==> src/rtl/riscv_regfile_mp.sv <==
// Multi-port integer register file with two write ports, optional same-cycle
// write-to-read bypass and a per-register busy scoreboard for long-latency writes.
module riscv_regfile_mp #(
  parameter int DW     = 32,
  parameter int AW     = 5,
  parameter int NRD    = 2,
  parameter int BYPASS = 1
) (
  input  logic              clk_i,
  input  logic              rst_i,
  input  logic [NRD*AW-1:0] rd_idx_i,
  output logic [NRD*DW-1:0] rd_data_o,
  output logic [NRD-1:0]    rd_busy_o,
  input  logic              wr0_en_i,
  input  logic [AW-1:0]     wr0_idx_i,
  input  logic [DW-1:0]     wr0_data_i,
  input  logic              wr1_en_i,
  input  logic [AW-1:0]     wr1_idx_i,
  input  logic [DW-1:0]     wr1_data_i,
  input  logic              set_en_i,
  input  logic [AW-1:0]     set_idx_i,
  input  logic              flush_i
);

  localparam int DEPTH = 1 << AW;

  logic [DW-1:0]    mem [DEPTH];
  logic [DEPTH-1:0] busy;
  logic [DEPTH-1:0] busy_nxt;
  logic             wr0_act;
  logic             wr1_act;
  logic             set_act;

  // Index 0 is hardwired zero, so every update to it is suppressed here.
  assign wr0_act = wr0_en_i && (wr0_idx_i != '0);
  assign wr1_act = wr1_en_i && (wr1_idx_i != '0);
  assign set_act = set_en_i && (set_idx_i != '0);

  // Later assignments take priority: flush over set over port-1 clear.
  always_comb begin
    busy_nxt = busy;
    if (wr1_act) busy_nxt[wr1_idx_i] = 1'b0;
    if (set_act) busy_nxt[set_idx_i] = 1'b1;
    if (flush_i) busy_nxt = '0;
    busy_nxt[0] = 1'b0;
  end

  always_ff @(posedge clk_i) begin
    if (!rst_i) begin
      for (int i = 0; i < DEPTH; i++) mem[i] <= '0;
      busy <= '0;
    end else begin
      if (wr0_act) mem[wr0_idx_i] <= wr0_data_i;
      // Port 1 is assigned last so it wins a same-index collision.
      if (wr1_act) mem[wr1_idx_i] <= wr1_data_i;
      busy <= busy_nxt;
    end
  end

  for (genvar k = 0; k < NRD; k++) begin : g_rd
    logic [AW-1:0] r;
    logic          hit0;
    logic          hit1;
    logic [DW-1:0] data;

    assign r    = rd_idx_i[k*AW +: AW];
    assign hit0 = (BYPASS != 0) && wr0_act && (wr0_idx_i == r);
    assign hit1 = (BYPASS != 0) && wr1_act && (wr1_idx_i == r);

    always_comb begin
      data = mem[r];
      if (hit0) data = wr0_data_i;
      if (hit1) data = wr1_data_i;
      if (r == '0) data = '0;
    end

    assign rd_data_o[k*DW +: DW] = data;
    assign rd_busy_o[k]          = (r != '0) && busy[r] && !hit1;
  end

endmodule

==> config.mk <==
export PLATFORM = sky130hd
export DESIGN_NAME = riscv_regfile_mp
export DESIGN_NICKNAME = d
export VERILOG_FILES = /design/src/rtl/riscv_regfile_mp.sv
export SDC_FILE = /design/constraint.sdc
export NUM_CORES = 2
export LEC_CHECK = 0
export ABC_CLOCK_PERIOD_IN_PS = 8600
export BUFFER_PORTS_ARGS = -buffer_cell sky130_fd_sc_hd__buf_4
export CORE_MARGIN = 2
export CORE_UTILIZATION = 40
export CTS_CLUSTER_DIAMETER = 150
export CTS_CLUSTER_SIZE = 25
export DETAILED_ROUTE_END_ITERATION = 10
export PLACE_DENSITY = 0.53
export SYNTH_ARGS = -nofsm -noshare
export SYNTH_HDL_FRONTEND = slang
export SYNTH_SLANG_ARGS = --single-unit
==> constraint.sdc <==
create_clock -name clk_i -period 8.6 [get_ports clk_i]
set_clock_uncertainty 0.15 [all_clocks]
set_input_delay 1.72 -clock clk_i [delete_from_list [all_inputs] [get_ports clk_i]]
set_output_delay 1.72 -clock clk_i [all_outputs]
set_load 0.01 [all_outputs]
==> metrics.md <==
| Metric | Value |
|---|---|
| R2r setup slk | `7.71 ns` |
| Worst VDD drop | `0.152 mV` |
| Critical Path End Type | `primary output` |
| Row count | `roughly 140` |
| Die area | `156,000 sq um` |
| Routing usage on met1 | `0.471` |
| EDFF count, synth | `1,024` |
| Primary FF master, synth | `edfxtp_1` |
| CP bufs+invs | `3` |
| PostCTS Resize Cnt | `0` |
| RSZ-0062 raised after global routing | `false` |
| GRT overflow | `0` |
| Crit path max fanout | `73` |
| WHS Path Cells | `2` |
| DRT iter0 DRCs | `7,952` |
| Post-Synthesis Cells | `4,203` |
| Slowest cell on crit path | `a22oi_1` |
| Outcome | `finished, final reports clean` |
| Worst skew pair latency | `0.73 ns` |
| FF-to-FF End | `busy[19]$_SDFF_PP0_` |
| Max Clk Rate | `141 MHz` |
| Syn Std Cell Area | `61,000 sq um` |
| CP Cell Sequence | `buf_8, buf_12, mux4_2, a22oi_1, a21oi_1, o32a_1, buf_4` |
| Final Slew Violations | `0` |
| Vias/cell | `7.70` |
| Worst stage delay on the critical path | `0.94 ns` |
| Grt met2 use | `0.534` |
| Post-CTS repair timing setup buffer count | `0` |
| Max Buffers Root-to-Sink | `3` |
| Final layout net count | `4,008` |
| PwrDens | `167 nW/um^2` |
| Hpwl dp | `between 150,000 and 200,000 um` |
| Slew HR | `0.0642` |
| Worst path top cell family by delay | `compound AO/OA/AOI/OAI gates` |
| Post-route cell area | `65,300 sq um` |
| FFs w/ async S/R, synth | `0` |
| Final wirelength | `between 200,000 and 300,000 um` |
| Filler cell count | `13,504` |
| Synth area leader | `edfxtp_1` |
| CP Depth | `7` |
| Wire per inst | `about 48 um` |
| Tcrit/Tclk final | `0.824` |
| Synth top area cells | `edfxtp_1 (50%), mux4_2 (20%), a22o_1 (14%)` |
| Max-Cap Viols | `0` |
| Hold crit path type | `register to register` |
| Worst hold start | `busy[30]$_SDFF_PP0_` |
| Synth warnings | `0` |
| DRT Pass-1 Iters | `6` |
| Vias in the first global route | `around 44,000` |
| Reg-to-reg startpoint | `busy[19]$_SDFF_PP0_` |
| Area of the multi-input gates | `27,600 sq um` |
| CTS tree | `built` |
| Commonest cells post-synth | `edfxtp_1 (1,024), a22o_1 (992), mux4_2 (539), clkbuf_1 (515), a22oi_1 (173)` |
| Total CTS buffers | `48` |
| GRT met3 Usage | `0.109` |
| Ports | `161` |
| Critical Path RT | `roughly 6.7 ns` |
| Sequential share of the synthesized area | `0.515` |
| Area Growth Syn to Fin | `7.13%` |
| CP Class | `input port to primary output` |
| WHS Endpoint | `busy[30]$_SDFF_PP0_` |
| Setup Viol. Count Final | `0` |
| Antenna Nets Post-Route | `0` |
| Count of input and output buffers | `160` |
| # DRC | `0` |
| Crit path arrival time | `5.22 ns` |
| Initial Util | `0.402` |
| Antenna violations before repair | `19` |
| Yosys cell types | `54` |
| Startpoint types | `input port` |
| Layout cell share with drive strength beyond 1 | `0.261` |
| TNS Setup | `0 ns` |
| Routability Congestion | `0.901` |
| Tightest Pin Transition | `1.40 ns` |
| Syn_area_per_cell | `14.5 sq um` |
| Hold buffer count at CTS | `0` |
| Number of hold violations in the final report | `0` |
| GRT Max-Usage Layer | `met2` |
| Cells on worst reg2reg path | `2` |
| First-pass GRT wire length | `382,000 um` |
| Yosys top cell area share | `0.504` |
| CTS Root Cell | `clkbuf_16` |
| Htree depth | `2` |
| Clock Sinks | `1,055` |
| Min Tclk post-route | `7.09 ns` |
| Vias | `roughly 46,000` |
| Chip Height | `394 um` |
| Core ar. | `around 150,000 sq um` |
| Pleak | `21.5 nW` |
| Most common cell in the netlist | `edfxtp_1` |
| Clock Pin Slew Worst Setup and Hold Paths | `0.12 ns` |
| Dpl cell area | `64,000 sq um` |
| Width of the die | `~400 um` |
| Largest net degree at the start of global routing | `approximately 120` |
| Post-synthesis register bit count | `1,055` |
| Sequential cell area | `31,400 sq um` |
| GRT Util Overall | `0.356` |
## cell type report
type,instances,area share
Tap cell,2030,0.0389
Timing Repair Buffer,304,0.0372
Sequential cell,1055,0.480
Clock buffer,57,0.0196
Antenna cell,10,0.000383
Inverter,15,0.000939
Clock inverter,3,0.000594
Multi-Input combinational cell,2489,0.422
## worst min-delay path, delay by kind of cell, from the launching register on
| family | cells | cell delay [ns] |
|---|---|---|
| flops | 1 | 0.36 |
| compound gates | 1 | 0.08 |
| simple gates | 1 | 0.08 |
## registers in the layout (all words and copies together), names as in the netlist
name / count
mem: 1024
busy: 31
## metal layers
| metal | wire, um | vias to the layer above | part of all wire |
|---|---|---|---|
| li1 | - | 16989 | - |
| met1 | 103000 | 24101 | 0.36 |
| met2 | 125000 | 3974 | 0.44 |
| met3 | 39300 | 863 | 0.14 |
| met4 | 16200 | 14 | 0.057 |
| met5 | 213 | - | 0.00075 |
## power breakdown
| group | total (mW) | switching (mW) | internal (mW) |
|---|---|---|---|
| logic | 1.96 | 1.22 | 0.733 |
| registers | 6.09 | 0.151 | 5.94 |
| clock network | 2.85 | 1.79 | 1.07 |
## logic make-up after synthesis
family / synth area share
buffers and inverters: 0.0474
xor gates and xnor gates: 0.00287
AOI/OAI and AO/OA: 0.193
DFF: 0.515
muxes: 0.213
other: 0.0000615
and+or+nand+nor: 0.0292
## worst max path at each step
stage,start,to,slack (ns)
after floorplan,rd_idx_i[5],rd_data_o[41],3.01
after global placement,rd_idx_i[5],rd_data_o[53],1.64
after detailed placement,rd_idx_i[5],rd_data_o[53],1.65
after CTS,rd_idx_i[5],rd_data_o[53],1.64
after global routing,rd_idx_i[5],rd_data_o[53],1.56
final,rd_idx_i[5],rd_data_o[53],1.51
## per-stage QoR
step                power [mW]  utilization  instances  setup slack [ns]  hold WS [ns]
floorplan                 7.29            -       4234              3.01         0.341
CTS                       10.8        0.430       5952              1.64         0.397
global placement          8.09        0.421       5892              1.64         0.354
finish                    10.9        0.430       5963              1.51         0.399
global route              11.1        0.430       5957              1.56         0.416
detailed placement        8.10        0.421       5892              1.65         0.371
## layout by cell type (no fill, tap or decap), types with 3 or more instances in the layout
| cell | count |
|---|---|
| dfxtp_1 | 31 |
| nor2b_4 | 5 |
| xnor2_1 | 15 |
| a221oi_1 | 33 |
| o32a_1 | 31 |
| a22oi_1 | 173 |
| nor2_1 | 73 |
| inv_4 | 3 |
| nand3_1 | 8 |
| a221o_1 | 4 |
| and2_1 | 23 |
| a211oi_1 | 18 |
| nand3_4 | 3 |
| buf_12 | 9 |
| diode_2 | 10 |
| inv_1 | 13 |
| a22oi_2 | 10 |
| mux2i_1 | 83 |
| mux4_2 | 539 |
| buf_4 | 288 |
| buf_8 | 3 |
| o21ai_0 | 29 |
| nand4_1 | 3 |
| a21oi_1 | 90 |
| nor2_4 | 65 |
| xor2_1 | 5 |
| a211o_1 | 14 |
| nor3b_1 | 8 |
| nand2_1 | 144 |
| nand2b_1 | 11 |
| nor3_1 | 7 |
| edfxtp_1 | 1024 |
| clkbuf_1 | 7 |
| nand3_2 | 28 |
| nor2b_1 | 5 |
| a2111oi_0 | 9 |
| a22o_1 | 992 |
| clkbuf_16 | 50 |
| conb_1 | 32 |
Power figures use the tool's default switching activity.
